## src/rtl/acc_pkg.sv

```systemverilog
// rtl/acc_pkg.sv - shared types and constants for the accumulator slice
package acc_pkg;

    localparam int ACC_WIDTH = 4;

    localparam logic OP_ADD = 1'b0;
    localparam logic OP_SUB = 1'b1;

    typedef enum logic [1:0] {
        IDLE = 2'd0,
        CALC = 2'd1,
        DONE = 2'd2
    } acc_state_t;

endpackage

```

## src/rtl/accumulator_4bit_if.sv

```systemverilog
// rtl/accumulator_4bit_if.sv - operand/result handshake bundle of the accumulator
interface accumulator_4bit_if #(
    parameter int WIDTH = 4
);
    logic             in_valid;
    logic             in_ready;
    logic             op;
    logic [WIDTH-1:0] B;
    logic             clear;
    logic             out_valid;
    logic             out_ready;
    logic [WIDTH-1:0] acc;
    logic             C_out;
    logic             V;
    logic             Z;

    modport master (
        output in_valid, op, B, clear, out_ready,
        input  in_ready, out_valid, acc, C_out, V, Z
    );

    modport slave (
        input  in_valid, op, B, clear, out_ready,
        output in_ready, out_valid, acc, C_out, V, Z
    );
endinterface

```

## src/rtl/add_sub_stage.sv

```systemverilog
// rtl/add_sub_stage.sv - combinational add/subtract with carry and signed overflow
module add_sub_stage #(
    parameter int WIDTH = 4
) (
    input  logic [WIDTH-1:0] A,
    input  logic [WIDTH-1:0] B,
    input  logic             sub,
    output logic [WIDTH-1:0] S,
    output logic             C_out,
    output logic             V
);
    logic [WIDTH-1:0] w_eff_b;
    logic [WIDTH:0]   w_full;

    // Subtract is A + ~B + 1, so the carry-out reads as "no borrow".
    assign w_eff_b = sub ? ~B : B;
    assign w_full  = {1'b0, A} + {1'b0, w_eff_b} + {{WIDTH{1'b0}}, sub};
    assign S       = w_full[WIDTH-1:0];
    assign C_out   = w_full[WIDTH];
    assign V       = (A[WIDTH-1] == w_eff_b[WIDTH-1]) && (w_full[WIDTH-1] != A[WIDTH-1]);
endmodule

```

## src/rtl/accumulator_4bit.sv

```systemverilog
// rtl/accumulator_4bit.sv - handshaked add/sub accumulator; ACC_SATURATE_EN clamps on overflow
module accumulator_4bit
    import acc_pkg::*;
#(
    parameter int WIDTH = ACC_WIDTH
) (
    input  logic                clk,
    input  logic                rst,
    accumulator_4bit_if.slave   bus
);
    acc_state_t       r_state;
    logic [WIDTH-1:0] r_acc;
    logic             r_c_out;
    logic             r_v;
    logic             r_z;
    logic             r_out_valid;
    logic             r_op;
    logic [WIDTH-1:0] r_b;

    logic [WIDTH-1:0] w_sum;
    logic             w_c_out;
    logic             w_v;
    logic [WIDTH-1:0] w_acc_next;

    add_sub_stage #(.WIDTH(WIDTH)) u_add_sub (
        .A     (r_acc),
        .B     (r_b),
        .sub   (r_op == OP_SUB),
        .S     (w_sum),
        .C_out (w_c_out),
        .V     (w_v)
    );

`ifdef ACC_SATURATE_EN
    // Overflow direction follows the accumulator sign: positive input overflows upward.
    assign w_acc_next = !w_v          ? w_sum :
                        r_acc[WIDTH-1] ? {1'b1, {(WIDTH-1){1'b0}}} :
                                         {1'b0, {(WIDTH-1){1'b1}}};
`else
    assign w_acc_next = w_sum;
`endif

    always_ff @(posedge clk) begin
        if (rst) begin
            r_state     <= IDLE;
            r_acc       <= '0;
            r_c_out     <= 1'b0;
            r_v         <= 1'b0;
            r_z         <= 1'b1;
            r_out_valid <= 1'b0;
            r_op        <= OP_ADD;
            r_b         <= '0;
        end else begin
            case (r_state)
                IDLE: begin
                    if (bus.clear) begin
                        r_acc   <= '0;
                        r_c_out <= 1'b0;
                        r_v     <= 1'b0;
                        r_z     <= 1'b1;
                    end else if (bus.in_valid) begin
                        r_op    <= bus.op;
                        r_b     <= bus.B;
                        r_state <= CALC;
                    end
                end
                CALC: begin
                    r_acc       <= w_acc_next;
                    r_c_out     <= w_c_out;
                    r_v         <= w_v;
                    r_z         <= (w_acc_next == '0);
                    r_out_valid <= 1'b1;
                    r_state     <= DONE;
                end
                DONE: begin
                    if (bus.out_ready) begin
                        r_out_valid <= 1'b0;
                        r_state     <= IDLE;
                    end
                end
                default: begin
                    r_out_valid <= 1'b0;
                    r_state     <= IDLE;
                end
            endcase
        end
    end

    assign bus.in_ready  = (r_state == IDLE) && !bus.clear;
    assign bus.out_valid = r_out_valid;
    assign bus.acc       = r_acc;
    assign bus.C_out     = r_c_out;
    assign bus.V         = r_v;
    assign bus.Z         = r_z;
endmodule

```

## src/flat_wrapper.sv

```systemverilog
// flat-port wrapper written by rule: the top's interface ports become plain ports
module accumulator_4bit_flat import acc_pkg::*;
#(
    parameter int WIDTH = ACC_WIDTH
)
  (clk, rst, bus_in_valid, bus_op, bus_B, bus_clear, bus_out_ready, bus_in_ready, bus_out_valid, bus_acc, bus_C_out, bus_V, bus_Z);
  accumulator_4bit_if #(.WIDTH(WIDTH)) bus_i ();
  input  logic clk;
  input  logic rst;
  input wire logic [$bits(bus_i.in_valid)-1:0] bus_in_valid;
  input wire logic [$bits(bus_i.op)-1:0] bus_op;
  input wire logic [$bits(bus_i.B)-1:0] bus_B;
  input wire logic [$bits(bus_i.clear)-1:0] bus_clear;
  input wire logic [$bits(bus_i.out_ready)-1:0] bus_out_ready;
  output wire logic [$bits(bus_i.in_ready)-1:0] bus_in_ready;
  output wire logic [$bits(bus_i.out_valid)-1:0] bus_out_valid;
  output wire logic [$bits(bus_i.acc)-1:0] bus_acc;
  output wire logic [$bits(bus_i.C_out)-1:0] bus_C_out;
  output wire logic [$bits(bus_i.V)-1:0] bus_V;
  output wire logic [$bits(bus_i.Z)-1:0] bus_Z;
  assign bus_i.in_valid = bus_in_valid;
  assign bus_i.op = bus_op;
  assign bus_i.B = bus_B;
  assign bus_i.clear = bus_clear;
  assign bus_i.out_ready = bus_out_ready;
  assign bus_in_ready = bus_i.in_ready;
  assign bus_out_valid = bus_i.out_valid;
  assign bus_acc = bus_i.acc;
  assign bus_C_out = bus_i.C_out;
  assign bus_V = bus_i.V;
  assign bus_Z = bus_i.Z;
  accumulator_4bit #(.WIDTH(WIDTH)) u_core (.clk(clk), .rst(rst), .bus(bus_i));
endmodule
```

## config.mk

```make
export PLATFORM = sky130hd
export DESIGN_NAME = accumulator_4bit_flat
export DESIGN_NICKNAME = d
export VERILOG_FILES = /design/src/rtl/acc_pkg.sv /design/src/rtl/accumulator_4bit_if.sv /design/src/rtl/add_sub_stage.sv /design/src/rtl/accumulator_4bit.sv /design/src/flat_wrapper.sv
export SDC_FILE = /design/constraint.sdc
export NUM_CORES = 1
export LEC_CHECK = 0
export ABC_AREA = 1
export BUFFER_PORTS_ARGS = -buffer_cell sky130_fd_sc_hd__buf_2
export CAP_MARGIN = 0
export CORE_AREA = 2 2 41 43
export CTS_CLUSTER_SIZE = 10
export DETAILED_ROUTE_END_ITERATION = 6
export DIE_AREA = 0 0 43 45
export PLACE_DENSITY = 0.81
export SLEW_MARGIN = 40
export SYNTH_ARGS = -nofsm -noshare
export SYNTH_HDL_FRONTEND = slang
export SYNTH_SLANG_ARGS = --single-unit
```

## constraint.sdc

```tcl
create_clock -name clk -period 5.08 [get_ports clk]
set_clock_uncertainty 0.2 [all_clocks]
set_input_delay 0 -clock clk [delete_from_list [all_inputs] [get_ports clk]]
set_output_delay 0 -clock clk [all_outputs]
set_load 0.005 [all_outputs]
```

; ---- Yosys cells after proc, flatten, opt, wreduce, memory -nomap -nowiden
; Index checks and enable logic that the tools add are counted.
[word_totals]
output_inout_bits = 9
regBits = 15
wordCells = 45
[op_classes]
reduce_logical = 10
n_eq_ne = 8
muxes = 14
add_sub_neg = 2
n_bitwise = 3
[op_table]
columns = op, count
row1 = 2-to-1 mux 4 bit, 2
row2 = "!= test 2 bit, second input constant", 4
row3 = case mux 4 bit (2 select lines), 1
row4 = 2-to-1 mux 2 bit, 3
row5 = case mux 1 bit (2 select lines), 3
row6 = case mux 2 bit (3 select lines), 1
row7 = AND reduction 3 bit, 2
row8 = adder 4 x 4 -> 5 bit, 1
row9 = adder 5 x 1 -> 5 bit, 1
row10 = logical NOT 4 bit, 1
row11 = NOT 4 bit, 1
row12 = AND reduction 2 bit, 2
row13 = 2-to-1 mux 1 bit, 3
row14 = case mux 1 bit (3 select lines), 1
row15 = "equality test 2 x 1 -> 1 bit, second input constant", 1
row16 = "equality test 2 bit, second input constant", 1
row17 = logical AND 1 bit, 2
row18 = logical NOT 2 bit, 1
row19 = NOT 1 bit, 2
row20 = nonzero test 2 bit, 1
row21 = equality test 1 bit, 1
row22 = logical NOT 1 bit, 1
row23 = != test 1 bit, 1

; ---- Longest topological paths before layout
; Gate-level depths: netlist of the first run.
[depth]
word_depth = 7
mapped_depth = 11
depth_no_buf = 10

; ---- Hierarchy
; A second synthesis of the first run with hierarchy kept.
[hier_totals]
hier_cells = 106
hier_area_um2 = 822.0
[modules_own_cells]
columns = mod, area_per_inst_um2, cells_per_inst, seq_area_each_um2, n_inst
row1 = accumulator_4bit, 619.3, 80, 300.3, 1
row2 = add_sub_stage, 202.7, 26, 0.0, 1

; ---- Worst setup path after synthesis of the first run
; Ideal clock, no wire load.
[synth_timing]
path_kind = flip-flop to flip-flop
startpoint = register u_core.r_op
endpoint = register u_core.r_z, in the netlist u_core.bus.Z
required_time_ps = 4765
arrival_ps = 1426
n_path_buf = 1
setup_ps = 115
path_slack_ps = 3339
path_stages_with_launch = 10
path_cell_list = dfxtp_1 > buf_6 > xor2_1 > ha_1 > a21oi_1 > nand2_1 > nand2_1 > nand3_2 > nand2_1 > nand2_1
[synth_via]
elab_chain_cells = 5
[synth_rtl]
columns = element, line_no
row1 = "start, declared", accumulator_4bit.sv:17  ; logic r_op;
row2 = "start signal, assigned", accumulator_4bit.sv:62  ; r_op <= bus.op;
row3 = 2-to-1 mux 4 bit, add_sub_stage.sv:16  ; assign w_eff_b = sub ? ~B : B;
row4 = adder 4 x 4 -> 5 bit, add_sub_stage.sv:17  ; assign w_full = {1'b0, A} + {1'b0, w_eff_b} + {{WIDTH{1'b0}}, sub};
row5 = adder 5 x 1 -> 5 bit (*), add_sub_stage.sv:17
row6 = logical NOT 4 bit (*), accumulator_4bit.sv:71  ; r_z <= (w_acc_next == '0);
row7 = case mux 1 bit (2 select lines) (*), accumulator_4bit.sv:54  ; case (r_state)
row8 = "end signal, assigned", accumulator_4bit.sv:71
row9 = "end, declared", accumulator_4bit.sv:15  ; logic r_z;
; Every way passes the cells marked *; elsewhere a longest branch is shown, timed or not.
; A chain may end at the register's enable or synchronous reset.

; ---- Worst setup path after layout of the first run
[layout_timing]
startpoint = register u_core.r_state[0]
endpoint = register u_core.r_b[0]
[layout_via]
elab_chain_cells = 2
[layout_rtl]
columns = element, line_no
row1 = "start, declared", accumulator_4bit.sv:11  ; acc_state_t r_state;
row2 = "start signal, assigned", accumulator_4bit.sv:45  ; r_state <= IDLE;
row3 = "start signal, assigned", accumulator_4bit.sv:64  ; r_state <= CALC;
row4 = "start signal, assigned", accumulator_4bit.sv:73  ; r_state <= DONE;
row5 = logical NOT 2 bit, accumulator_4bit.sv:54
row6 = AND reduction 3 bit (no line), -
row7 = "end signal, assigned", accumulator_4bit.sv:63  ; r_b <= bus.B;
row8 = "end, declared", accumulator_4bit.sv:18  ; logic [WIDTH-1:0] r_b;
; No other way between the ends.

==> results.sh, run 1 <==
export IMPL_coreArea_mm2=0.00147
export IMPL_criticalPathCategory="reg2reg"
export IMPL_place_congestion=0.792
export IMPL_netlist_cell_type_count=23
export IMPL_required_ns=5.05
export IMPL_cp_common_cell="dlygate4sd3_1"
export IMPL_slew_viol_final=0
export IMPL_synth_warnings=0
export IMPL_finalNetCount=154
export IMPL_synth_nets=113
export IMPL_remaining_drc_errors=0
export IMPL_path_cells="inv_1 > nand2_1 > nor2_2 > nand2_2 > o21ai_0 > dlygate4sd3_1 > a21oi_1 > dlygate4sd3_1"
export IMPL_worst_setup_path_start_kind="flip-flop"
export IMPL_finalCriticalPeriod_ns=2.37
export IMPL_arrival_ns=2.34
export IMPL_fin_crit_sh_pct=46.6
export IMPL_cts_resized=0
export IMPL_synth_seq_area_share_pct=39.2
export IMPL_cts_path_max_buffers=2
export IMPL_seq_area_um2=300
export IMPL_cts_tree="built"
export IMPL_dieHeight_um=45
export IMPL_p_per_area_mw_per_mm2=232
export IMPL_drt_first_iter_violations=2
export IMPL_p_leak_nw=0.545
export IMPL_timing_setup_tns_ns=0
export IMPL_drt_antenna_violating_nets=0
export IMPL_layout_drive_gt1_share_pct=22.3
export IMPL_place_inst=131
export IMPL_max_stage_delay_ns=0.57
export IMPL_placed_cell_area_um2=862
export IMPL_cts_sinks=15
export IMPL_grt_max_degree=12
export IMPL_grt_pass1_vias=801
export IMPL_rsz0062_at_grt="false"
export IMPL_ios=19
export IMPL_setup_viol=0
export IMPL_overflow=0
export IMPL_fmax_mhz=422
export IMPL_cp_num_buf_inv=3
export IMPL_wire_per_inst_um=11.0
export IMPL_hold_violations=0
export IMPL_syn_inst=99
export IMPL_cp_max_fo=8
export IMPL_num_fill_cells=111
export IMPL_drt_total_wl_um=1700
export IMPL_clkSlewWorstSetupHoldPaths_ns=0.08
export IMPL_initial_core_util_pct=52.1
export IMPL_areaGrowthSynthToFinish_pct=41.9
export IMPL_root_buffer="clkbuf_4"
export IMPL_worst_slew_pin_slew_ns=0.361
export IMPL_cp_end_kind="flip-flop"
export IMPL_hold_path_class="reg2reg"
export IMPL_max_vdd_ir_drop_v=0.000141
export IMPL_multiInputGateArea_um2=413
export IMPL_status="complete, no violations"
export IMPL_final_area_mm2=0.00109
export IMPL_grt_pass1_wl_um=3110
export IMPL_vias=783
export IMPL_ys_seq_elements=15
export IMPL_post_cts_buffers=0
export IMPL_clk_latency_ns=0.28
export IMPL_htree_levels=1
export IMPL_syn_area_um2=767
export IMPL_cp_top_family="buffers and inverters"
export IMPL_instances_no_fill=155
export IMPL_track_usage_pct=22.1
export IMPL_syn_area_per_cell_um2=7.75
export IMPL_via_per_inst=5.05
export IMPL_diodes=0
export IMPL_dr_pass1_iters=4
export IMPL_drv_cap=0
export IMPL_slew_headroom_pct=76.0
export IMPL_postLayoutCoreUtil_pct=74.0
export IMPL_antenna_found_initial=0
export IMPL_die_x_um=43
export IMPL_slowest_stage="dlygate4sd3_1"
export IMPL_die_area_mm2=0.00194
export IMPL_hpwl_um=1140
export IMPL_numCtsBuffers=3
export IMPL_core_rowCount=14
export IMPL_portBuffers=18
-- state kept, by name (all words and copies together), names as in the netlist --
| register | cells |
|---|---|
| u_core.bus.acc | 4 |
| u_core.bus.C_out | 1 |
| u_core.bus.out_valid | 1 |
| u_core.bus.Z | 1 |
| u_core.bus.V | 1 |
| u_core.r_b | 4 |
| u_core.r_op | 1 |
| u_core.r_state | 2 |
-- Yosys cell counts --
| library cell | instances | share of area, % |
|---|---|---|
| inv_2 | 1 | 0.49 |
| buf_6 | 1 | 1.5 |
| clkinv_2 | 1 | 0.65 |
| ha_1 | 3 | 4.9 |
| nand3_1 | 5 | 3.3 |
| fa_1 | 1 | 2.6 |
| o21ai_0 | 6 | 3.9 |
| a211oi_1 | 1 | 0.98 |
| xor2_1 | 3 | 3.4 |
| a21oi_2 | 1 | 1.1 |
| o21ai_2 | 1 | 1.1 |
| clkbuf_1 | 1 | 0.49 |
| nand2_1 | 18 | 8.8 |
| nand2_4 | 3 | 4.4 |
| a21oi_1 | 11 | 7.2 |
| nand3_2 | 1 | 1.3 |
| nor2_2 | 1 | 0.82 |
| nand2_2 | 1 | 0.82 |
| dfxtp_1 | 15 | 39 |
| xnor2_1 | 1 | 1.1 |
| or2_1 | 2 | 1.6 |
| nor2_1 | 13 | 6.4 |
| inv_1 | 8 | 3.9 |
-- where the power goes --
part,switching [mW],internal (mW)
sequential,0.00466,0.123
combinational,0.0283,0.0295
clock,0.0369,0.0305
total,0.0698,0.183
-- through the flow --
stage                     hold slack (ns)  total power, mW  setup slack [ns]
after global routing                0.318            0.268              2.54
after floorplan                    -0.170            0.162              3.34
final                               0.264            0.253              2.71
after global placement             0.0507            0.172              3.24
after CTS                           0.266            0.253              2.77
after detailed placement           0.0613            0.174              3.15
-- cell type report --
| class | instances | area share, % |
|---|---|---|
| clock buffers | 4 | 2.41 |
| inverters | 10 | 3.56 |
| multi-input cells | 72 | 37.9 |
| flip-flops and latches | 15 | 27.6 |
| well taps | 16 | 1.84 |
| repair buffers | 38 | 26.7 |
-- worst min-delay path, delay by kind of cell, from the launching register on --
kind	cells	cell delay (ns)
AO/OA/AOI/OAI	1	0.05
AND/OR/NAND/NOR	1	0.06
flip-flops	1	0.31
-- per-layer routing --
metal	part of all wire [%]	global-route usage [%]
met3	3.0	4.40
met2	55	42.4
met4	2.1	15.2
met5	0	0
met1	40	21.1
-- logic make-up (layout without fill, tap and decap cells) --
group / after synthesis / after routing / share of synthesized area, %
AOI/OAI and AO/OA: 20 / 20 / 14.4
xor gates and xnor gates: 4 / 4 / 4.57
DFF: 15 / 15 / 39.2
adders and majority gates: 4 / 4 / 7.50
buffers and inverters: 12 / 52 / 7.01
and+or+nand+nor: 44 / 44 / 27.4
-- final timing paths --
check	from	to	slack, ns	depth (start not counted)
max reg2reg	u_core.r_state[0]$_SDFFE_PP0P_	u_core.r_b[0]$_SDFFE_PP0P_	2.71	8
min	u_core.bus.V$_SDFFE_PP0P_	u_core.bus.V$_SDFFE_PP0P_	0.26	2
max	u_core.r_state[0]$_SDFFE_PP0P_	u_core.r_b[0]$_SDFFE_PP0P_	2.71	8
min reg2reg	u_core.bus.V$_SDFFE_PP0P_	u_core.bus.V$_SDFFE_PP0P_	0.26	2
-- cell usage in the layout (no fill, tap or decap), drive strengths merged, types with 2 or more instances in the layout --
cell type    synthesis  routed
clkbuf               1       4
nand2               22      22
ha                   3       3
xor2                 3       3
or2                  2       2
buf                  1      18
inv                  9       9
dfxtp               15      15
o21ai                7       7
dlygate4sd3          0      20
nor2                14      14
nand3                6       6
a21oi               12      12
-- what timing repair did --
item                                   4_1_cts  5_1_grt
setup endpoints to repair                    0        0
endpoints found under the hold margin       15        0
hold buffers                                20        0
No activity file was read; power rests on OpenSTA's default activity.
==> run 2, diff against run 1 <==
- CORE_AREA: 2 2 41 43 -> 2 2 43 45
- DIE_AREA: 0 0 43 45 -> 0 0 45 47
- PLACE_DENSITY: 0.81 -> 0.74
- clock period: 5.08 -> 2.2 ns (I/O delays scaled with it)
==> run 2 against run 1 <==
Non-clock buffer count is 6 lower. Total power grew 130%. Die area is 9.3% higher. Flip-flop and latch count unchanged. Sequential share of layout area is 1.5 points higher. Critical endpoint is now u_core.bus.Z$_SDFFE_PP1P_. Highest routed layer unchanged.
==> results.sh, run 2 (synthesized netlist as in run 1, its figures left out) <==
export IMPL_ios=19
export IMPL_grt_pass1_vias=688
export IMPL_timing_setup_tns_ns=0
export IMPL_hpwl_um=1160
export IMPL_cts_resized=0
export IMPL_place_inst=132
export IMPL_via_per_inst=4.91
export IMPL_numCtsBuffers=3
export IMPL_hold_violations=0
export IMPL_grt_pass1_wl_um=2660
export IMPL_fin_crit_sh_pct=89.3
export IMPL_p_per_area_mw_per_mm2=556
export IMPL_hold_path_class="reg2reg"
export IMPL_post_place_ws_ns=0.249
export IMPL_cp_end_kind="flip-flop"
export IMPL_die_area_mm2=0.00212
export IMPL_finalCriticalPeriod_ns=1.96
export IMPL_layout_drive_gt1_share_pct=24.1
export IMPL_drt_antenna_violating_nets=0
export IMPL_antenna_found_initial=0
export IMPL_criticalPathCategory="reg2reg"
export IMPL_instances_no_fill=150
export IMPL_drv_cap=0
export IMPL_clk_latency_ns=0.29
export IMPL_total_power_mw=0.573
export IMPL_required_ns=2.19
export IMPL_slew_headroom_pct=77.2
export IMPL_grt_util_met3_pct=5.00
export IMPL_areaGrowthSynthToFinish_pct=34.4
export IMPL_place_congestion=0.738
export IMPL_final_area_mm2=0.00103
export IMPL_diodes=0
export IMPL_finalWorstSetupSlack_ns=0.236
export IMPL_hold_buffers=14
export IMPL_fmax_mhz=509
export IMPL_track_usage_pct=17.6
export IMPL_max_vdd_ir_drop_v=0.000457
export IMPL_grt_max_degree=12
export IMPL_final_cell_mix="18 x nand2_1, 18 x buf_2, 15 x dfxtp_1"
export IMPL_timing_rr_start="u_core.r_op$_SDFFE_PP0P_"
export IMPL_status="complete, no violations"
export IMPL_vias=737
export IMPL_cp_max_fo=5
export IMPL_initial_core_util_pct=46.4
export IMPL_cts_path_max_buffers=2
export IMPL_dr_pass1_iters=4
export IMPL_arrival_ns=1.96
export IMPL_postLayoutCoreUtil_pct=62.4
export IMPL_cts_tree="built"
export IMPL_overflow=0
export IMPL_cts_sinks=15
export IMPL_worst_setup_path_start_kind="flip-flop"
export IMPL_multiInputGateArea_um2=413
export IMPL_wire_per_inst_um=10.6
export IMPL_setup_viol=0
export IMPL_met2_usage_pct=35.7
export IMPL_root_buffer="clkbuf_4"
export IMPL_top_usage_layer="met2"
export IMPL_htree_levels=1
export IMPL_finalNetCount=148
export IMPL_p_leak_nw=0.513
export IMPL_drt_total_wl_um=1590
export IMPL_slew_viol_final=0
export IMPL_worst_slew_pin_slew_ns=0.342
export IMPL_die_x_um=45
export IMPL_startpoint="u_core.r_op$_SDFFE_PP0P_"
export IMPL_placed_cell_area_um2=863
export IMPL_drt_first_iter_violations=12
export IMPL_hold_slack_ns=0.261
export IMPL_post_cts_buffers=0
export IMPL_min_from="u_core.r_state[1]$_SDFFE_PP0P_"
export IMPL_seq_area_um2=300
export IMPL_rsz0062_at_grt="false"
export IMPL_rrSetupSlack_ns=0.24
export IMPL_remaining_drc_errors=0
export IMPL_dieHeight_um=47
export IMPL_coreArea_mm2=0.00165
export IMPL_clkSlewWorstSetupHoldPaths_ns=0.09
export IMPL_core_rowCount=15
export IMPL_portBuffers=18
export IMPL_met1_usage_pct=16.3
export IMPL_num_fill_cells=146
==> run 2: changes by cell type in the layout (fill, tap and decap cells not counted) <==
cell           delta
dlygate4sd3_1     -6
clkbuf_1          -1
clkinv_2          +1
==> run 2: worst max-delay path, cell delays in order (launching register included) <==
cell and delay, ns:
dfxtp_1 0.49, xor2_1 0.19, ha_1 0.30, a21oi_1 0.26
nand2_1 0.13, nand2_1 0.10, nand3_2 0.08, nand2_1 0.08
nand2_1 0.04
==> run 2: routing by layer <==
layer  share of wire, %  vias to the layer above  routed length (um)
met5                  0                        -                   0
met4                2.8                        0                  44
met3                4.0                        6                  64
met2                 53                       19                 850
met1                 40                      330                 635
li1                   -                      382                   -
==> run 2: worst paths after layout <==
kind,to,depth (start not counted)
max reg2reg,u_core.bus.Z$_SDFFE_PP1P_,8
min,u_core.bus.out_valid$_SDFFE_PP0P_,1
max,u_core.bus.Z$_SDFFE_PP1P_,8
min reg2reg,u_core.bus.out_valid$_SDFFE_PP0P_,1
==> run 2: power by group <==
part	switching (mW)	leakage, nW	total [mW]	internal [mW]
combinational	0.0613	0.373	0.120	0.0586
sequential	0.0102	0.122	0.294	0.284
clock	0.0919	0.0177	0.160	0.0676
==> run 2: final cells by class <==
class | instances | area share [%]
multi-input cells | 72 | 40.0
flip-flops and latches | 15 | 29.1
repair buffers | 32 | 22.3
inverters | 10 | 3.76
clock buffers | 3 | 2.18
well taps | 17 | 2.06
clock inverters | 1 | 0.485
==> run 3, diff against run 2 <==
- CORE_AREA: 2 2 43 45 -> 2 2 44 46
- DIE_AREA: 0 0 45 47 -> 0 0 46 48
- PLACE_DENSITY: 0.74 -> 0.75
- SYNTH_HIERARCHICAL: not set -> 1
==> run 3 against run 2 <==
Utilization fell by 2.2 points. Register-to-register slack about the same. Via count grew 1.2%. Fmax up 0.37%. Synthesized cell count is 7.1% higher. Final cell count is 0.67% higher. First-iteration DRC count shrank 92%. Combinational power grew 4%. Wire length increased by 9.5%. Critical path type unchanged. Largest power group unchanged.
==> results.sh, run 3 <==
export IMPL_antenna_found_initial=0
export IMPL_cp_top_family="simple AND/OR/NAND/NOR gates"
export IMPL_final_common_cell="nand2_1"
export IMPL_areaGrowthSynthToFinish_pct=23.7
export IMPL_hpwl_um=1270
export IMPL_setup_viol=0
export IMPL_synth_edf_count=0
export IMPL_clkSlewWorstSetupHoldPaths_ns=0.09
export IMPL_required_ns=2.17
export IMPL_finalCriticalPeriod_ns=1.96
export IMPL_worst_slew_pin_slew_ns=0.678
export IMPL_cp_end_kind="flip-flop"
export IMPL_intPower_mw=0.410
export IMPL_synth_area_leaders="dfxtp_1 37%, nand2_1 12%, a21oi_1 7.9%"
export IMPL_placed_cell_area_um2=901
export IMPL_drt_antenna_violating_nets=0
export IMPL_synth_warnings=6
export IMPL_pwr_share_clk_pct=26.9
export IMPL_drt_total_wl_um=1750
export IMPL_rr_worst_depth=12
export IMPL_finalNetCount=149
export IMPL_place_congestion=0.756
export IMPL_p_sw_mw=0.165
export IMPL_cp_max_fo=5
export IMPL_hold_path_class="reg2reg"
export IMPL_worst_setup_path_start_kind="flip-flop"
export IMPL_initial_core_util_pct=48.7
export IMPL_netlist_cell_type_count=24
export IMPL_cts_tree="built"
export IMPL_cts_resized=0
export IMPL_timing_rr_start="u_core/r_op$_SDFFE_PP0P_"
export IMPL_portBuffers=18
export IMPL_p_comb_share_pct=21.7
export IMPL_holdPathStages=2
export IMPL_grt_max_degree=12
export IMPL_syn_area_um2=822
export IMPL_dr_pass1_iters=4
export IMPL_post_cts_buffers=0
export IMPL_hold_violations=0
export IMPL_syn_area_per_cell_um2=7.76
export IMPL_numCtsBuffers=3
export IMPL_slowest_stage="dfxtp_1"
export IMPL_diodes=0
export IMPL_arrival_ns=1.93
export IMPL_ys_seq_elements=15
export IMPL_netlist_top_cells_count="27 x nand2_1, 15 x dfxtp_1, 13 x a21oi_1, 13 x nor2_1, 6 x inv_1"
export IMPL_cp_num_buf_inv=1
export IMPL_coreArea_mm2=0.00169
export IMPL_cts_path_max_buffers=2
export IMPL_timing_setup_tns_ns=0
export IMPL_remaining_drc_errors=0
export IMPL_synth_seq_area_share_pct=36.5
export IMPL_via_per_inst=4.94
export IMPL_min_from="u_core/bus.C_out$_SDFFE_PP0P_"
export IMPL_fmax_mhz=511
export IMPL_final_area_mm2=0.00102
export IMPL_yosys_area_top_type_share_pct=36.5
export IMPL_whs_endpoint="u_core/bus.C_out$_SDFFE_PP0P_"
export IMPL_max_stage_delay_ns=0.45
export IMPL_rsz0062_at_grt="false"
export IMPL_die_x_um=46
export IMPL_die_area_mm2=0.00221
export IMPL_max_vdd_ir_drop_v=0.000394
export IMPL_core_rowCount=15
export IMPL_grt_pass1_vias=719
export IMPL_reg2reg_to="u_core/bus.Z$_SDFFE_PP1P_"
export IMPL_async_reset_ff_share_pct=0
export IMPL_slew_headroom_pct=54.6
export IMPL_dieHeight_um=48
export IMPL_path_cells="xor2_1 > ha_1 > nand2_1 > inv_2 > nand2_2 > nand2_4 > xor2_2 > nor2_1 > nand2_1 > nand2_1 > nand2_1 > nand2_1"
export IMPL_overflow=0
export IMPL_drv_cap=0
export IMPL_criticalPathCategory="reg2reg"
export IMPL_clk_latency_ns=0.27
export IMPL_switching_share_pct=28.7
export IMPL_syn_inst=106
export IMPL_status="complete, no violations"
export IMPL_grt_pass1_wl_um=2840
export IMPL_ios=19
export IMPL_yosys_area_top_type="dfxtp_1"
export IMPL_rrSetupSlack_ns=0.24
export IMPL_track_usage_pct=18.2
export IMPL_fin_crit_sh_pct=88.9
export IMPL_synth_nets=120
export IMPL_p_per_area_mw_per_mm2=565
export IMPL_cts_sinks=15
export IMPL_htree_levels=1
export IMPL_root_buffer="clkbuf_4"
export IMPL_drt_first_iter_violations=1
export IMPL_synth_most_common_cell="nand2_1"
export IMPL_vias=746
export IMPL_cp_common_cell="nand2_1"
export IMPL_power_frac_seq_pct=51.4
export IMPL_hold_buffers=9
export IMPL_p_leak_nw=0.494
export IMPL_final_cell_mix="27 x nand2_1, 18 x buf_2, 15 x dfxtp_1"
export IMPL_slew_viol_final=0
export IMPL_synthFlopType="dfxtp_1"
export IMPL_layout_drive_gt1_share_pct=23.1
export IMPL_wire_per_inst_um=11.6
run 3: changes by cell type after synthesis, sizes merged, moves of 2 or more:
cell / delta
nand3: -6
xor2: +3
or2: -2
nor3: +2
a21oi: +2
o21ai: -5
nand3b: +5
nand2: +8
run 3: worst max-delay path by stage:
stage	startpoint	endpoint	slack, ns	depth (start not counted)
after CTS	u_core/r_op$_SDFFE_PP0P_	u_core/bus.Z$_SDFFE_PP1P_	0.25	12
after global placement	u_core/r_op$_SDFFE_PP0P_	u_core/bus.Z$_SDFFE_PP1P_	0.34	12
after detailed placement	u_core/r_op$_SDFFE_PP0P_	u_core/bus.Z$_SDFFE_PP1P_	0.26	12
after global routing	u_core/r_op$_SDFFE_PP0P_	u_core/bus.Z$_SDFFE_PP1P_	0.09	12
final	u_core/r_op$_SDFFE_PP0P_	u_core/bus.Z$_SDFFE_PP1P_	0.24	12
after floorplan	u_core/r_op$_SDFFE_PP0P_	u_core/bus.Z$_SDFFE_PP1P_	0.40	12
run 3: cell families (layout without fill, tap and decap cells):
logic type / after synthesis / count (layout) / synth area share [%]
adder cells (fa/ha/maj): 4 / 4 / 7.00
buffers and inverters: 11 / 39 / 7.61
flip-flops: 15 / 15 / 36.5
AND/OR/NAND/NOR: 52 / 52 / 29.1
AO/OA/AOI/OAI: 18 / 18 / 12.5
XOR/XNOR: 6 / 6 / 7.31
run 3: stage by stage:
step | power [mW] | hold slack (ns) | instances | utilization, % | setup slack, ns
after detailed placement | 0.413 | 0.0627 | 138 | 53.3 | 0.265
after CTS | 0.578 | 0.267 | 151 | 60.2 | 0.247
after global routing | 0.607 | 0.313 | 151 | 60.2 | 0.0857
after floorplan | 0.386 | -0.170 | 106 | - | 0.400
final | 0.575 | 0.267 | 151 | 60.2 | 0.243
after global placement | 0.407 | 0.0650 | 138 | 53.3 | 0.338
run 3: cell type report:
class / count / area [um2]
multi-input cells: 80 / 459
well taps: 17 / 21.3
repair buffers: 27 / 180
clock buffers: 4 / 26.3
flip-flops and latches: 15 / 300
fillers: 152 / 672
inverters: 8 / 30.0
run 3: worst reg2reg max path: cells and delay by family (launching register included):
family        cells  cell delay (ns)
fa+ha+maj         1             0.28
simple gates      8             0.47
xor+xnor          2             0.42
flops             1             0.45
buf+inv           1             0.04
run 3: metal layers:
metal	up-vias	part of all wire [%]	GRT usage (%)
met5	-	0	0
met4	0	0.52	6.86
met3	2	3.0	2.26
met2	14	51	35.3
met1	339	45	20.0
li1	391	-	-
run 3: power groups by stage:
stage / Combinational, mW / Sequential, mW / Clock, mW
after floorplan: 0.0865 / 0.300 / 0
after global placement: 0.106 / 0.301 / 0
after detailed placement: 0.112 / 0.302 / 0
after CTS: 0.124 / 0.295 / 0.158
after global routing: 0.140 / 0.297 / 0.170
final: 0.125 / 0.295 / 0.155
